<file path="src/rtl/alu_pkg.sv">
// Shared ALU definitions: operation codes, FSM states and datapath width.
// Also used by the ALU decoder, so the code values are fixed.
package alu_pkg;

  localparam int XLEN = 32;

  typedef enum logic [3:0] {
    ALU_ADD  = 4'b0000,
    ALU_SUB  = 4'b0001,
    ALU_SLT  = 4'b0010,
    ALU_SLTU = 4'b0011,
    ALU_XOR  = 4'b0100,
    ALU_OR   = 4'b0101,
    ALU_AND  = 4'b0110,
    ALU_SLL  = 4'b0111,
    ALU_SRL  = 4'b1000,
    ALU_SRA  = 4'b1001
  } alu_op_e;

  typedef enum logic [1:0] {
    S_IDLE  = 2'd0,
    S_SHIFT = 2'd1,
    S_DONE  = 2'd2
  } alu_state_e;

  function automatic logic is_shift(input logic [3:0] op);
    return (op == ALU_SLL) || (op == ALU_SRL) || (op == ALU_SRA);
  endfunction

  // Codes above ALU_SRA have no operation assigned.
  function automatic logic is_defined(input logic [3:0] op);
    return op <= ALU_SRA;
  endfunction

endpackage

</file>
<file path="src/rtl/alu_multicycle_if.sv">
// Request/response handshake bundle between the ALU and its client.
interface alu_multicycle_if #(
  parameter int XLEN = 32
);

  logic            in_valid;
  logic            in_ready;
  logic [3:0]      alucontrol;
  logic [XLEN-1:0] operand_a;
  logic [XLEN-1:0] operand_b;
  logic            out_valid;
  logic            out_ready;
  logic [XLEN-1:0] result;
  logic            illegal;

  modport master (
    output in_valid, alucontrol, operand_a, operand_b, out_ready,
    input  in_ready, out_valid, result, illegal
  );

  modport slave (
    input  in_valid, alucontrol, operand_a, operand_b, out_ready,
    output in_ready, out_valid, result, illegal
  );

endinterface

</file>
<file path="src/rtl/alu_core.sv">
// Single-cycle ALU operations (add through and). Shifts and undefined
// codes produce zero here; the wrapper handles them.
module alu_core
  import alu_pkg::*;
#(
  parameter int XLEN = alu_pkg::XLEN
) (
  input  alu_op_e         op,
  input  logic [XLEN-1:0] a,
  input  logic [XLEN-1:0] b,
  output logic [XLEN-1:0] y
);

  logic lt_s;
  logic lt_u;

  assign lt_s = $signed(a) < $signed(b);
  assign lt_u = a < b;

  always_comb begin
    y = '0;
    case (op)
      ALU_ADD:  y = a + b;
      ALU_SUB:  y = a - b;
      ALU_SLT:  y = {{(XLEN-1){1'b0}}, lt_s};
      ALU_SLTU: y = {{(XLEN-1){1'b0}}, lt_u};
      ALU_XOR:  y = a ^ b;
      ALU_OR:   y = a | b;
      ALU_AND:  y = a & b;
      default:  y = '0;
    endcase
  end

endmodule

</file>
<file path="src/rtl/alu_multicycle.sv">
// Multicycle ALU: single-cycle ops finish in one cycle, shifts run one bit
// per cycle. The result register doubles as the shift working value.
module alu_multicycle
  import alu_pkg::*;
#(
  parameter int XLEN = alu_pkg::XLEN
) (
  input logic             clk,
  input logic             rst,
  alu_multicycle_if.slave bus
);

  alu_state_e      state;
  alu_state_e      state_n;
  alu_op_e         op_q;
  alu_op_e         op_in;
  logic [4:0]      cnt;
  logic [XLEN-1:0] result_q;
  logic            illegal_q;
  logic [XLEN-1:0] core_y;
  logic            accept;

  assign op_in  = alu_op_e'(bus.alucontrol);
  assign accept = bus.in_valid && bus.in_ready;

  alu_core #(.XLEN(XLEN)) u_core (
    .op (op_in),
    .a  (bus.operand_a),
    .b  (bus.operand_b),
    .y  (core_y)
  );

  function automatic logic [XLEN-1:0] shift_one(input alu_op_e op,
                                                input logic [XLEN-1:0] v);
    case (op)
      ALU_SLL: return {v[XLEN-2:0], 1'b0};
      ALU_SRL: return {1'b0, v[XLEN-1:1]};
      default: return {v[XLEN-1], v[XLEN-1:1]};
    endcase
  endfunction

  always_ff @(posedge clk or posedge rst) begin
    if (rst) state <= S_IDLE;
    else     state <= state_n;
  end

  always_comb begin
    state_n = state;
    case (state)
      S_IDLE: begin
        if (accept)
          state_n = (is_shift(bus.alucontrol) && bus.operand_b[4:0] != 5'd0)
                    ? S_SHIFT : S_DONE;
      end
      // Leave SHIFT on the edge that takes the count to zero.
      S_SHIFT: if (cnt == 5'd1) state_n = S_DONE;
      S_DONE:  if (bus.out_ready) state_n = S_IDLE;
      default: state_n = S_IDLE;
    endcase
  end

  always_ff @(posedge clk or posedge rst) begin
    if (rst) begin
      op_q      <= ALU_ADD;
      cnt       <= 5'd0;
      result_q  <= '0;
      illegal_q <= 1'b0;
    end else begin
      case (state)
        S_IDLE: begin
          if (accept) begin
            op_q <= op_in;
            cnt  <= bus.operand_b[4:0];
            if (is_shift(bus.alucontrol)) begin
              // Seeds the working value; a zero count leaves it as the result.
              result_q  <= bus.operand_a;
              illegal_q <= 1'b0;
            end else if (!is_defined(bus.alucontrol)) begin
              result_q  <= '0;
              illegal_q <= 1'b1;
            end else begin
              result_q  <= core_y;
              illegal_q <= 1'b0;
            end
          end
        end
        S_SHIFT: begin
          result_q <= shift_one(op_q, result_q);
          cnt      <= cnt - 5'd1;
        end
        default: ;
      endcase
    end
  end

  assign bus.in_ready  = (state == S_IDLE) && !rst;
  assign bus.out_valid = (state == S_DONE);
  assign bus.result    = result_q;
  assign bus.illegal   = illegal_q;

endmodule

</file>
<file path="src/flat_wrapper.sv">
// flat-port wrapper written by rule: the top's interface ports become plain ports
module alu_multicycle_flat import alu_pkg::*;
#(
  parameter int XLEN = alu_pkg::XLEN
)
  (clk, rst, bus_in_valid, bus_alucontrol, bus_operand_a, bus_operand_b, bus_out_ready, bus_in_ready, bus_out_valid, bus_result, bus_illegal);
  alu_multicycle_if #(.XLEN(XLEN)) bus_i ();
  input logic clk;
  input logic rst;
  input wire logic [$bits(bus_i.in_valid)-1:0] bus_in_valid;
  input wire logic [$bits(bus_i.alucontrol)-1:0] bus_alucontrol;
  input wire logic [$bits(bus_i.operand_a)-1:0] bus_operand_a;
  input wire logic [$bits(bus_i.operand_b)-1:0] bus_operand_b;
  input wire logic [$bits(bus_i.out_ready)-1:0] bus_out_ready;
  output wire logic [$bits(bus_i.in_ready)-1:0] bus_in_ready;
  output wire logic [$bits(bus_i.out_valid)-1:0] bus_out_valid;
  output wire logic [$bits(bus_i.result)-1:0] bus_result;
  output wire logic [$bits(bus_i.illegal)-1:0] bus_illegal;
  assign bus_i.in_valid = bus_in_valid;
  assign bus_i.alucontrol = bus_alucontrol;
  assign bus_i.operand_a = bus_operand_a;
  assign bus_i.operand_b = bus_operand_b;
  assign bus_i.out_ready = bus_out_ready;
  assign bus_in_ready = bus_i.in_ready;
  assign bus_out_valid = bus_i.out_valid;
  assign bus_result = bus_i.result;
  assign bus_illegal = bus_i.illegal;
  alu_multicycle #(.XLEN(XLEN)) u_core (.clk(clk), .rst(rst), .bus(bus_i));
endmodule
</file>
<file path="config.mk">
export PLATFORM = sky130hd
export DESIGN_NAME = alu_multicycle_flat
export DESIGN_NICKNAME = d
export VERILOG_FILES = /design/src/rtl/alu_pkg.sv /design/src/rtl/alu_multicycle_if.sv /design/src/rtl/alu_core.sv /design/src/rtl/alu_multicycle.sv /design/src/flat_wrapper.sv
export SDC_FILE = /design/constraint.sdc
export NUM_CORES = 1
export LEC_CHECK = 0
export BUFFER_PORTS_ARGS = -buffer_cell sky130_fd_sc_hd__buf_2
export CAP_MARGIN = 20
export CORE_ASPECT_RATIO = 1.75
export CORE_MARGIN = 2
export CORE_UTILIZATION = 50
export CTS_BUF_LIST = sky130_fd_sc_hd__clkbuf_16
export DETAILED_ROUTE_END_ITERATION = 10
export PLACE_DENSITY = 0.71
export SLEW_MARGIN = 20
export SYNTH_ARGS = -nofsm -noshare
export SYNTH_HDL_FRONTEND = slang
export SYNTH_SLANG_ARGS = --single-unit
export TNS_END_PERCENT = 1
</file>
<file path="constraint.sdc">
create_clock -name clk -period 6.5 [get_ports clk]
set_clock_uncertainty 0.15 [all_clocks]
set_input_delay 0.325 -clock clk [delete_from_list [all_inputs] [get_ports clk]]
set_output_delay 0.325 -clock clk [all_outputs]
set_load 0.05 [all_outputs]
</file>
==> run_results.csv, run 1 <==
group,metric,value,unit
min_path,hp-class,"primary input to asynchronous set/reset pin",
finish,syn_to_final_growth,10.17,%
critical_path,critical_path.startpoint_type,"primary input",
timing,grt_setup_unrepaired,"no",
timing,period_needed,3.548,ns
route,drc,0,
route,via_per_inst,6.512,
synthesis,yosysWarnings,0,
synthesis,syn_inst,1027,
finish,final_common_cell,"nand2_1",
finish,drive_gt1_share,14.09,%
critical_path,cp_common_cell,"a211oi_1",
clock_tree,path_clk_slew,0.08,ns
timing,tightest_slew,0.9545,ns
floorplanning,die_area,15710,um2
critical_path,cp_slowest_cell,"o41ai_1",
synthesis,netlist_area,7343,um2
timing,relSlewSlack,36.02,%
critical_path,crit_fanout,12,
timing,max_freq,0.2818,GHz
synthesis,syn_avg_cell_area,7.150,um2
synthesis,yosysTopAreaCell,"ha_1",
finish,fillers,1480,
global_route,grt_pass1_wl,39.61,mm
critical_path,cpPeakStageDelay,0.76,ns
global_route,track_usage,31.81,%
synthesis,synth_seq_cells,44,
placed_design,io_buffers,106,
critical_path,crit_type,"primary input to register",
clock_tree,clk_latency,0.30,ns
power,power,1904,uW
synthesis,ys_types,79,
floorplanning,core_region_area,14370,um2
clock_tree,tritoncts,"built",
floorplanning,rows,58,
synthesis,seq_area_frac_synth,14.99,%
critical_path,cp.arrival,3.63,ns
synthesis,synth_fp_nets,1206,
clock_tree,clock_sinks,44,
floorplanning,die_w,95.61,um
power,p_leak,0.003824,uW
timing,hold_viol_final,0,
route,wl_per_cell,20.02,um
placed_design,gp_congestion,0.9726,
floorplanning,start_util,51.11,%
clock_tree,postCtsSetupBuffers,0,
floorplanning,io_pins,107,
placed_design,dp_hpwl,18.53,mm
clock_tree,post_cts_resize_count,0,
finish,diodes,0,
timing,fin_crit_sh,54.59,%
clock_tree,hold_buffers,0,
synthesis,synth_area_leaders,"ha_1 (18%), dfrtp_1 (15%), a21oi_1 (6.4%)",
clock_tree,clock_path_buffers,2,
route,ant_nets,0,
critical_path,cp.required,6.59,ns
synthesis,synth_top_cell_area_share,17.89,%
global_route,grt_max_degree,59,
route,routed_wl,25.21,mm
run,drv_cap,0,
clock_tree,cts_buffers,5,
critical_path,worst_setup_path_end_kind,"register",
timing,slew_violations,0,
global_route,grt_overflow_total,0,
timing,tns,0,ns
synthesis,synth_ff_type,"dfrtp_1",
timing,finalSetupViolations,0,
route,drt-pass1-iter-count,5,
synthesis,async_reset_ff_share,100.0,%
clock_tree,cts-root-buf,"clkbuf_16",
route,drt_iter0_drc,568,
finish,num-nets-final,1257,
power,peakVddDrop,145.6,uV
global_route,grt_pass1_vias,7896,
finish,most-common-layout-cells,"nand2_1 (121), buf_2 (106), ha_1 (105)",
power,p_per_area,235.4,nW/um2
clock_tree,h-tree-depth,2,
critical_path,path_cells,"buf_2 > inv_1 > ha_1 > and3_1 > nand2_1 > a211oi_1 > a211oi_1 > o41ai_1 > a31oi_1 > o21bai_1 > nand4_1 > a221o_1 > nand3_1",
floorplanning,die_h,164.3,um
synthesis,synth-edff-count,0,
global_route,grt_antenna_before_repair,0,
outcome,status,"complete, no violations",
route,num_vias,8199,
## synthesized netlist by cell type (5+ instances only)
library cell,count
a221o_1,8
nor4_1,9
nand3_1,28
xnor2_1,15
nand4_1,5
a211oi_1,16
o21ai_0,49
o21a_1,8
mux2i_1,11
ha_1,105
inv_1,92
o31ai_1,21
nor2_1,79
o22ai_1,6
a21o_1,21
nor3_1,28
nor2b_1,7
a21oi_1,94
nand2_1,121
a31oi_1,23
a221oi_1,34
and3_1,7
o21bai_1,12
clkbuf_1,48
dfrtp_1,44
o211ai_1,15
or3_1,14
buf_1,11
nand2b_1,5
a311oi_1,7
buf_2,9
## metrics by stage
stage / area, um2 / setup WS (ns) / hold WS (ns) / instances / util (%)
2_1_floorplan: 7343 / 3.321 / 0.2804 / 1027 / -
3_3_place_gp: 7916 / 2.820 / 0.3096 / 1251 / 55.09
3_5_place_dp: 7916 / 2.714 / 0.3252 / 1251 / 55.09
4_1_cts: 8089 / 3.029 / 0.1484 / 1259 / 56.30
5_1_grt: 8090 / 2.737 / 0.1072 / 1259 / 56.30
6_report: 8090 / 2.952 / 0.03708 / 1259 / 56.30
## metal layers
metal / wire length [um] / part of all wire, % / up-vias / GRT usage (%)
li1: - / - / 3817 / -
met1: 9353 / 37 / 3896 / 34.83
met2: 12770 / 51 / 386 / 57.31
met3: 1582 / 6.3 / 100 / 3.670
met4: 1497 / 5.9 / 0 / 18.57
met5: 0 / 0 / - / 0
## where the power goes
part           switching (uW)  leakage (uW)  internal (uW)
Combinational             756       0.00321            334
Sequential                125      0.000527            374
Clock                     132     0.0000840            183
## path summary, 6_finish.rpt
check	from	end	slack (ns)	cells after the start
worst min register to register	u_core.bus.illegal$_DFFE_PP0P_	u_core.bus.illegal$_DFFE_PP0P_	0.34	2
max in group asynchronous	rst	u_core.bus.result[17]$_DFFE_PP0P_	5.66	2
min in group clk	bus_out_ready	u_core.state[1]$_DFFE_PP0P_	0.15	3
worst max-delay path	bus_operand_a[6]	u_core.bus.result[27]$_DFFE_PP0P_	2.95	13
worst max register to register	u_core.state[0]$_DFFE_PP0P_	u_core.bus.result[0]$_DFFE_PP0P_	3.57	8
worst min-delay path	rst	u_core.bus.result[10]$_DFFE_PP0P_	0.04	2
## critical path, delay by kind of cell
kind | cells | cell delay, ns
AND/OR/NAND/NOR | 4 | 0.57
buffers and inverters | 2 | 0.18
AO/OA/AOI/OAI | 6 | 2.04
adder cells (fa/ha/maj) | 1 | 0.52
## area by class of cell
cell class | instances | area (um2) | area share, %
clock buffers | 5 | 125.1 | 1.547
inverters | 93 | 350.3 | 4.330
repair buffers | 116 | 605.6 | 7.485
well taps | 180 | 225.2 | 2.784
clock inverters | 3 | 47.55 | 0.5877
flip-flops and latches | 44 | 1101 | 13.61
multi-input cells | 818 | 5635 | 69.66
## state kept, by name (all words and copies together), names as in the netlist
signal	cells
u_core.state	2
u_core.bus.result	32
u_core.cnt	5
u_core.op_q	4
u_core.bus.illegal	1
## cells by family (layout without fill, tap and decap cells)
| logic type | count (synthesis) | in the layout | share of synthesized area [%] |
|---|---|---|---|
| fa+ha+maj | 107 | 107 | 18.44 |
| compound gates | 358 | 358 | 33.79 |
| simple gates | 324 | 324 | 20.34 |
| mux | 12 | 12 | 1.653 |
| xor+xnor | 17 | 17 | 2.028 |
| flops | 44 | 44 | 14.99 |
| buf+inv | 165 | 217 | 8.758 |
Power figures use the tool's default switching activity.
==> run 2, diff against run 1 <==
--- a/config.mk
+++ b/config.mk
@@ -5,6 +5,7 @@
 export SDC_FILE = /design/constraint.sdc
 export NUM_CORES = 1
 export LEC_CHECK = 0
+export ABC_AREA = 1
 export BUFFER_PORTS_ARGS = -buffer_cell sky130_fd_sc_hd__buf_2
 export CAP_MARGIN = 20
 export CORE_ASPECT_RATIO = 1.75
@@ -12,7 +13,7 @@
 export CORE_UTILIZATION = 50
 export CTS_BUF_LIST = sky130_fd_sc_hd__clkbuf_16
 export DETAILED_ROUTE_END_ITERATION = 10
-export PLACE_DENSITY = 0.71
+export PLACE_DENSITY = 0.73
 export SLEW_MARGIN = 20
 export SYNTH_ARGS = -nofsm -noshare
 export SYNTH_HDL_FRONTEND = slang
==> constraint.sdc (replaced) <==
create_clock -name clk -period 3.23 [get_ports clk]
set_clock_uncertainty 0.15 [all_clocks]
set_input_delay 0.1615 -clock clk [delete_from_list [all_inputs] [get_ports clk]]
set_output_delay 0.1615 -clock clk [all_outputs]
set_load 0.05 [all_outputs]
==> run 2 against run 1 <==
  * Synthesized cell count rose by 61%
  * Area after synthesis rose by 25%
  * Clock power up 96%
  * Via count grew 35%
  * Power increased to 2.8 times the previous value
  * Largest cell class unchanged
  * Largest power group unchanged
==> run_results.csv, run 2 <==
group,metric,value,unit
clock_tree,cts-root-buf,"clkbuf_16",
global_route,grt_max_degree,45,
critical_path,cp.arrival,2.67,ns
critical_path,worst-path-stages,11,
global_route,grt_antenna_before_repair,0,
synthesis,synth-edff-count,0,
clock_tree,clock_path_buffers,2,
finish,final_common_cell,"nand2_1",
critical_path,crit_fanout,16,
min_path,hp-class,"primary input to register",
critical_path,critical_path.startpoint_type,"primary input",
synthesis,seq_area_frac_synth,12.04,%
timing,relSlewSlack,41.73,%
timing,max_freq,0.3810,GHz
route,drt_iter0_drc,909,
synthesis,yosys-top-cells-count,"nand2_1 (492), inv_1 (343), nor2_1 (142), a21oi_1 (105), ha_1 (105)",
timing,period_needed,2.625,ns
synthesis,async_reset_ff_share,100.0,%
finish,diodes,0,
finish,drive_gt1_share,9.787,%
route,num_vias,11039,
clock_tree,clk_latency,0.31,ns
finish,multi_input_area,6399,um2
global_route,grt_overflow_total,0,
floorplanning,die_h,182.9,um
timing,slew_violations,0,
power,peakVddDrop,492.6,uV
critical_path,cp_slowest_cell,"a21oi_1",
placed_design,dp_slack,0.4973,ns
power,p_per_area,525.5,nW/um2
min_path,hold_depth,3,
timing,tns,0,ns
timing,tightest_slew,0.8730,ns
power,p_leak,0.005849,uW
clock_tree,h-tree-depth,2,
critical_path,cpPeakStageDelay,0.58,ns
floorplanning,die_w,106.2,um
synthesis,synth_top_cell_area_share,20.19,%
route,wl_per_cell,19.90,um
critical_path,path_cells,"dlygate4sd3_1 > buf_2 > nor2_1 > inv_1 > nor2_4 > inv_1 > o211ai_1 > a21oi_1 > o211ai_1 > o2111ai_1 > inv_1",
floorplanning,die_area,19440,um2
finish,fillers,2011,
clock_tree,postCtsSetupBuffers,0,
synthesis,synth_seq_cells,44,
finish,syn_to_final_growth,9.000,%
timing,setup_slack,0.6054,ns
finish,largest_reg_flops,32,
finish,num-nets-final,1915,
global_route,track_usage,40.00,%
synthesis,synth_ff_type,"dfrtp_1",
finish,register_area,1101,um2
route,ant_nets,0,
clock_tree,clock_sinks,44,
floorplanning,io_pins,107,
placed_design,io_buffers,106,
synthesis,synth_area_leaders,"nand2_1 (20%), ha_1 (14%), inv_1 (14%)",
floorplanning,rows,65,
synthesis,ys_types,44,
critical_path,crit_family,"buffers and inverters",
route,drc,0,
timing,hold_viol_final,0,
clock_tree,path_clk_slew,0.07,ns
synthesis,syn_inst,1655,
synthesis,synth.most_common_cell,"nand2_1",
critical_path,cp_common_cell,"inv_1",
placed_design,gp_congestion,1.023,
critical_path,worst_setup_path_end_kind,"register",
critical_path,rr_worst_depth,9,
route,via_per_inst,5.601,
critical_path,crit_type,"primary input to register",
timing,fin_crit_sh,81.26,%
critical_path,cp.buffers_inverters,5,
global_route,grt_pass1_vias,10733,
synthesis,syn_avg_cell_area,5.527,um2
floorplanning,core_region_area,17970,um2
outcome,status,"complete, no violations",
synthesis,synth_fp_nets,1834,
timing,finalSetupViolations,0,
finish,most-common-layout-cells,"nand2_1 (491), inv_1 (342), nor2_1 (142)",
route,drt-pass1-iter-count,7,
global_route,grt_pass1_wl,58.71,mm
synthesis,netlist_area,9148,um2
run,drv_cap,0,
synthesis,yosysTopAreaCell,"nand2_1",
synthesis,yosysWarnings,0,
timing,grt_setup_unrepaired,"no",
critical_path,cp.required,3.27,ns
clock_tree,tritoncts,"built",
clock_tree,cts_buffers,5,
clock_tree,hold_buffers,2,
clock_tree,post_cts_resize_count,0,
placed_design,dp_hpwl,31.83,mm
floorplanning,start_util,50.89,%
route,routed_wl,39.22,mm
run 2: cell types whose count changed after synthesis, sizes merged, moves of 21 or more:
cell / previous run / this run
clkbuf: 49 / 13
a221oi: 34 / 7
o21ai: 52 / 114
o31ai: 21 / 0
a21o: 21 / 0
nor2: 80 / 153
nand3: 28 / 110
nand2: 121 / 498
o22ai: 6 / 31
inv: 93 / 350
run 2: worst min-delay path: stages:
cell and delay [ns]:
buf_2 0.09, inv_1 0.07, o21ai_0 0.15
run 2: final timing paths:
path / from / endpoint / slack [ns]
min in group asynchronous: rst / u_core.bus.result[21]$_DFFE_PP0P_ / 0.42
min: bus_alucontrol[3] / u_core.op_q[3]$_DFFE_PP0P_ / 0.04
max in group asynchronous: rst / u_core.bus.result[14]$_DFFE_PP0P_ / 2.00
min reg2reg: u_core.bus.illegal$_DFFE_PP0P_ / u_core.bus.illegal$_DFFE_PP0P_ / 0.33
max reg2reg: u_core.op_q[1]$_DFFE_PP0P_ / u_core.bus.result[31]$_DFFE_PP0P_ / 0.68
max: bus_alucontrol[2] / u_core.bus.result[6]$_DFFE_PP0P_ / 0.61
run 2: metrics by stage:
stage               power (uW)  util, %  hold slack (ns)  instance area, um2  instances
floorplan                 3521        -           0.1724                9148       1655
global placement          4509    54.37           0.3112                9772       1960
detailed placement        4541    54.37           0.3031                9772       1960
CTS                       5165    55.41         0.008794                9960       1970
global route              5579    55.48          0.08956                9971       1971
finish                    5239    55.48          0.04064                9971       1971
run 2: metal layers:
layer  track usage, %  vias up  wire length, um
met1            39.13     4999            13280
met3            4.691      197             2150
met5                0        -                0
li1                 -     5352                -
met4            38.95        0             4462
met2            70.90      491            19320
run 2: cell families after synthesis:
group | Yosys count | share of synthesized area [%]
compound gates | 293 | 17.95
flops | 44 | 12.04
mux | 1 | 0.1094
xor+xnor | 5 | 0.4788
buf+inv | 403 | 18.04
simple gates | 802 | 36.59
fa+ha+maj | 107 | 14.80
run 2: power breakdown:
group / switching [uW] / leakage, uW / internal [uW]
registers: 316 / 0.000527 / 837
logic: 2560 / 0.00524 / 905
clock network: 254 / 0.0000814 / 365
total: 3130 / 0.00585 / 2110
run 2: layout make-up:
cell class / instances / area share, %
multi-input cells: 1208 / 64.17
repair buffers: 127 / 6.977
well taps: 234 / 2.936
inverters: 350 / 13.19
clock inverters: 3 / 0.4267
flip-flops and latches: 44 / 11.04
clock buffers: 5 / 1.255
==> run 3, diff against run 2 <==
==> constraint.sdc (replaced) <==
create_clock -name clk -period 2.1 [get_ports clk]
set_clock_uncertainty 0.15 [all_clocks]
set_input_delay 0.105 -clock clk [delete_from_list [all_inputs] [get_ports clk]]
set_output_delay 0.105 -clock clk [all_outputs]
set_load 0.05 [all_outputs]
==> run 3 against run 2 <==
  * The flow now finishes with violations (negative setup slack)
  * First-iteration DRC count shrank 8.3%
  * Sequential cell count is the same
  * Critical path depth is 5 lower
  * Die area is the same
  * Power up 74%
  * Sequential power up 54%
  * Via count is 12% higher
  * Non-clock buffer count grew 283
  * Clock-buffer cell count unchanged
  * Combinational power is 84% higher
  * Register-to-register slack lost 0.68 ns
  * Highest routed layer unchanged
==> run_results.csv, run 3 (synthesis results as in run 2) <==
group,metric,value,unit
finish,largest_reg_flops,32,
route,ant_nets,0,
finish,drive_gt1_share,27.77,%
finish,most-common-layout-cells,"nand2_1 (479), inv_1 (332), buf_4 (291)",
timing,grt_setup_unrepaired,"yes",
critical_path,r2r_end,"u_core.bus.result[19]$_DFFE_PP0P_",
placed_design,dp_slack,-0.3281,ns
finish,syn_to_final_growth,39.86,%
critical_path,crit_fanout,33,
clock_tree,clock_path_buffers,2,
run,drv_cap,0,
global_route,grt_pass1_vias,11922,
critical_path,rr_worst_depth,6,
timing,hold_viol_final,0,
outcome,status,"finished with violations",
floorplanning,die_w,106.2,um
route,drt-pass1-iter-count,6,
min_path,hp-class,"primary input to register",
placed_design,dp_hpwl,34.56,mm
clock_tree,cts_buffers,5,
power,power,9120,uW
finish,num-nets-final,2198,
critical_path,cp.required,2.15,ns
route,num_vias,12335,
placed_design,place_area,11960,um2
critical_path,ff2ff_setup_slack,-0.003,ns
route,drc,0,
route,routed_wl,42.69,mm
critical_path,critical_path.startpoint_type,"register",
global_route,grt_pass1_wl,63.02,mm
timing,fin_crit_sh,100.1,%
critical_path,cp.arrival,2.15,ns
clock_tree,clock_sinks,44,
timing,relSlewSlack,59.27,%
route,drt_iter0_drc,834,
floorplanning,die_area,19440,um2
clock_tree,path_clk_slew,0.07,ns
global_route,track_usage,42.57,%
finish,design_area,12790,um2
floorplanning,core_region_area,17970,um2
timing,tightest_slew,0.6110,ns
clock_tree,cts-root-buf,"clkbuf_16",
timing,max_freq,0.4755,GHz
outcome,failed_checks,"negative setup slack",
placed_design,io_buffers,106,
timing,finalSetupViolations,1,
critical_path,worst_setup_path_end_kind,"register",
critical_path,rr_startpoint,"u_core.op_q[3]$_DFFE_PP0P_",
finish,final_common_cell,"nand2_1",
min_path,hold_depth,3,
floorplanning,rows,65,
clock_tree,tritoncts,"built",
floorplanning,die_h,182.9,um
timing,hold_slack,0.02933,ns
clock_tree,h-tree-depth,2,
critical_path,crit_type,"register to register",
power,peakVddDrop,928.8,uV
clock_tree,clk_latency,0.31,ns
min_path,hold_end,"u_core.op_q[1]$_DFFE_PP0P_",
min_path,worstHoldStart,"bus_alucontrol[1]",
power,p_leak,0.007302,uW
floorplanning,start_util,50.89,%
floorplanning,io_pins,107,
route,wl_per_cell,18.94,um
global_route,grt_antenna_before_repair,0,
global_route,grt_overflow_total,0,
placed_design,gp_congestion,1.044,
power,p_per_area,712.8,nW/um2
timing,period_needed,2.103,ns
finish,diodes,0,
route,via_per_inst,5.472,
global_route,grt_max_degree,45,
timing,slew_violations,0,
timing,setup_slack,-0.002854,ns
-- run 3: cell types whose count changed in the layout (fill, tap and decap cells not counted), sizes merged --
cell	delta
inv	+1
clkinvlp	+1
clkinv	-2
buf	+283
-- run 3: worst max path at each step --
| stage | start | to | cells past startpoint |
|---|---|---|---|
| 2_1_floorplan | u_core.state[1]$_DFFE_PP0P_ | u_core.bus.result[8]$_DFFE_PP0P_ | 7 |
| 3_3_place_gp | bus_operand_b[0] | u_core.bus.result[8]$_DFFE_PP0P_ | 14 |
| 3_5_place_dp | bus_operand_b[0] | u_core.bus.result[8]$_DFFE_PP0P_ | 14 |
| 4_1_cts | bus_operand_b[0] | u_core.bus.result[16]$_DFFE_PP0P_ | 14 |
| 5_1_grt | u_core.op_q[3]$_DFFE_PP0P_ | u_core.bus.result[19]$_DFFE_PP0P_ | 6 |
| 6_report | u_core.op_q[3]$_DFFE_PP0P_ | u_core.bus.result[19]$_DFFE_PP0P_ | 6 |
-- run 3: layout make-up --
type / instances / area [um2]
Sequential cell: 44 / 1101
Inverter: 350 / 1321
Timing Repair Buffer: 410 / 2944
Clock inverter: 3 / 46.29
Clock buffer: 5 / 125.1
Fill cell: 1709 / 5180
Multi-Input combinational cell: 1208 / 6963
Tap cell: 234 / 292.8
-- run 3: timing repair --
| item | in CTS | in global routing |
|---|---|---|
| setup buffers | 0 | 5 |
| hold endpoints to repair | 46 | 0 |
| hold buffers | 3 | 0 |
| resized for setup | 1 | 148 |
| cloned | 0 | 0 |
| setup endpoints to repair | 1 | 27 |
| pin swaps | 0 | 23 |
-- run 3: critical path, cell delays in order, from the launching register on --
cell and delay (ns):
dfrtp_1 0.44, nor4_4 0.45, inv_2 0.34, o21ai_0 0.34, nand2_1 0.13, nand2_1 0.07
nand2_1 0.07
-- run 3: per-layer routing --
metal / part of all wire (%) / wire (um) / up-vias / track usage, %
met2: 49 / 20820 / 607 / 75.38
met5: 0 / 0 / - / 0
li1: - / - / 5938 / -
met4: 12 / 5143 / 0 / 42.84
met3: 6.8 / 2887 / 250 / 8.209
met1: 32 / 13840 / 5540 / 39.16
-- run 3: through the flow --
stage | util [%] | std cells | setup TNS (ns)
6_report | 71.18 | 2254 | -0.002854
5_1_grt | 71.18 | 2254 | -0.4946
4_1_cts | 67.68 | 2249 | 0
3_5_place_dp | 66.56 | 2238 | -6.474
3_3_place_gp | 66.56 | 2238 | -5.870
2_1_floorplan | - | 1655 | 0
-- run 3: power breakdown --
part	switching [uW]	internal, uW
clock	395	567
combinational	4260	2130
sequential	482	1290
total	5140	3980
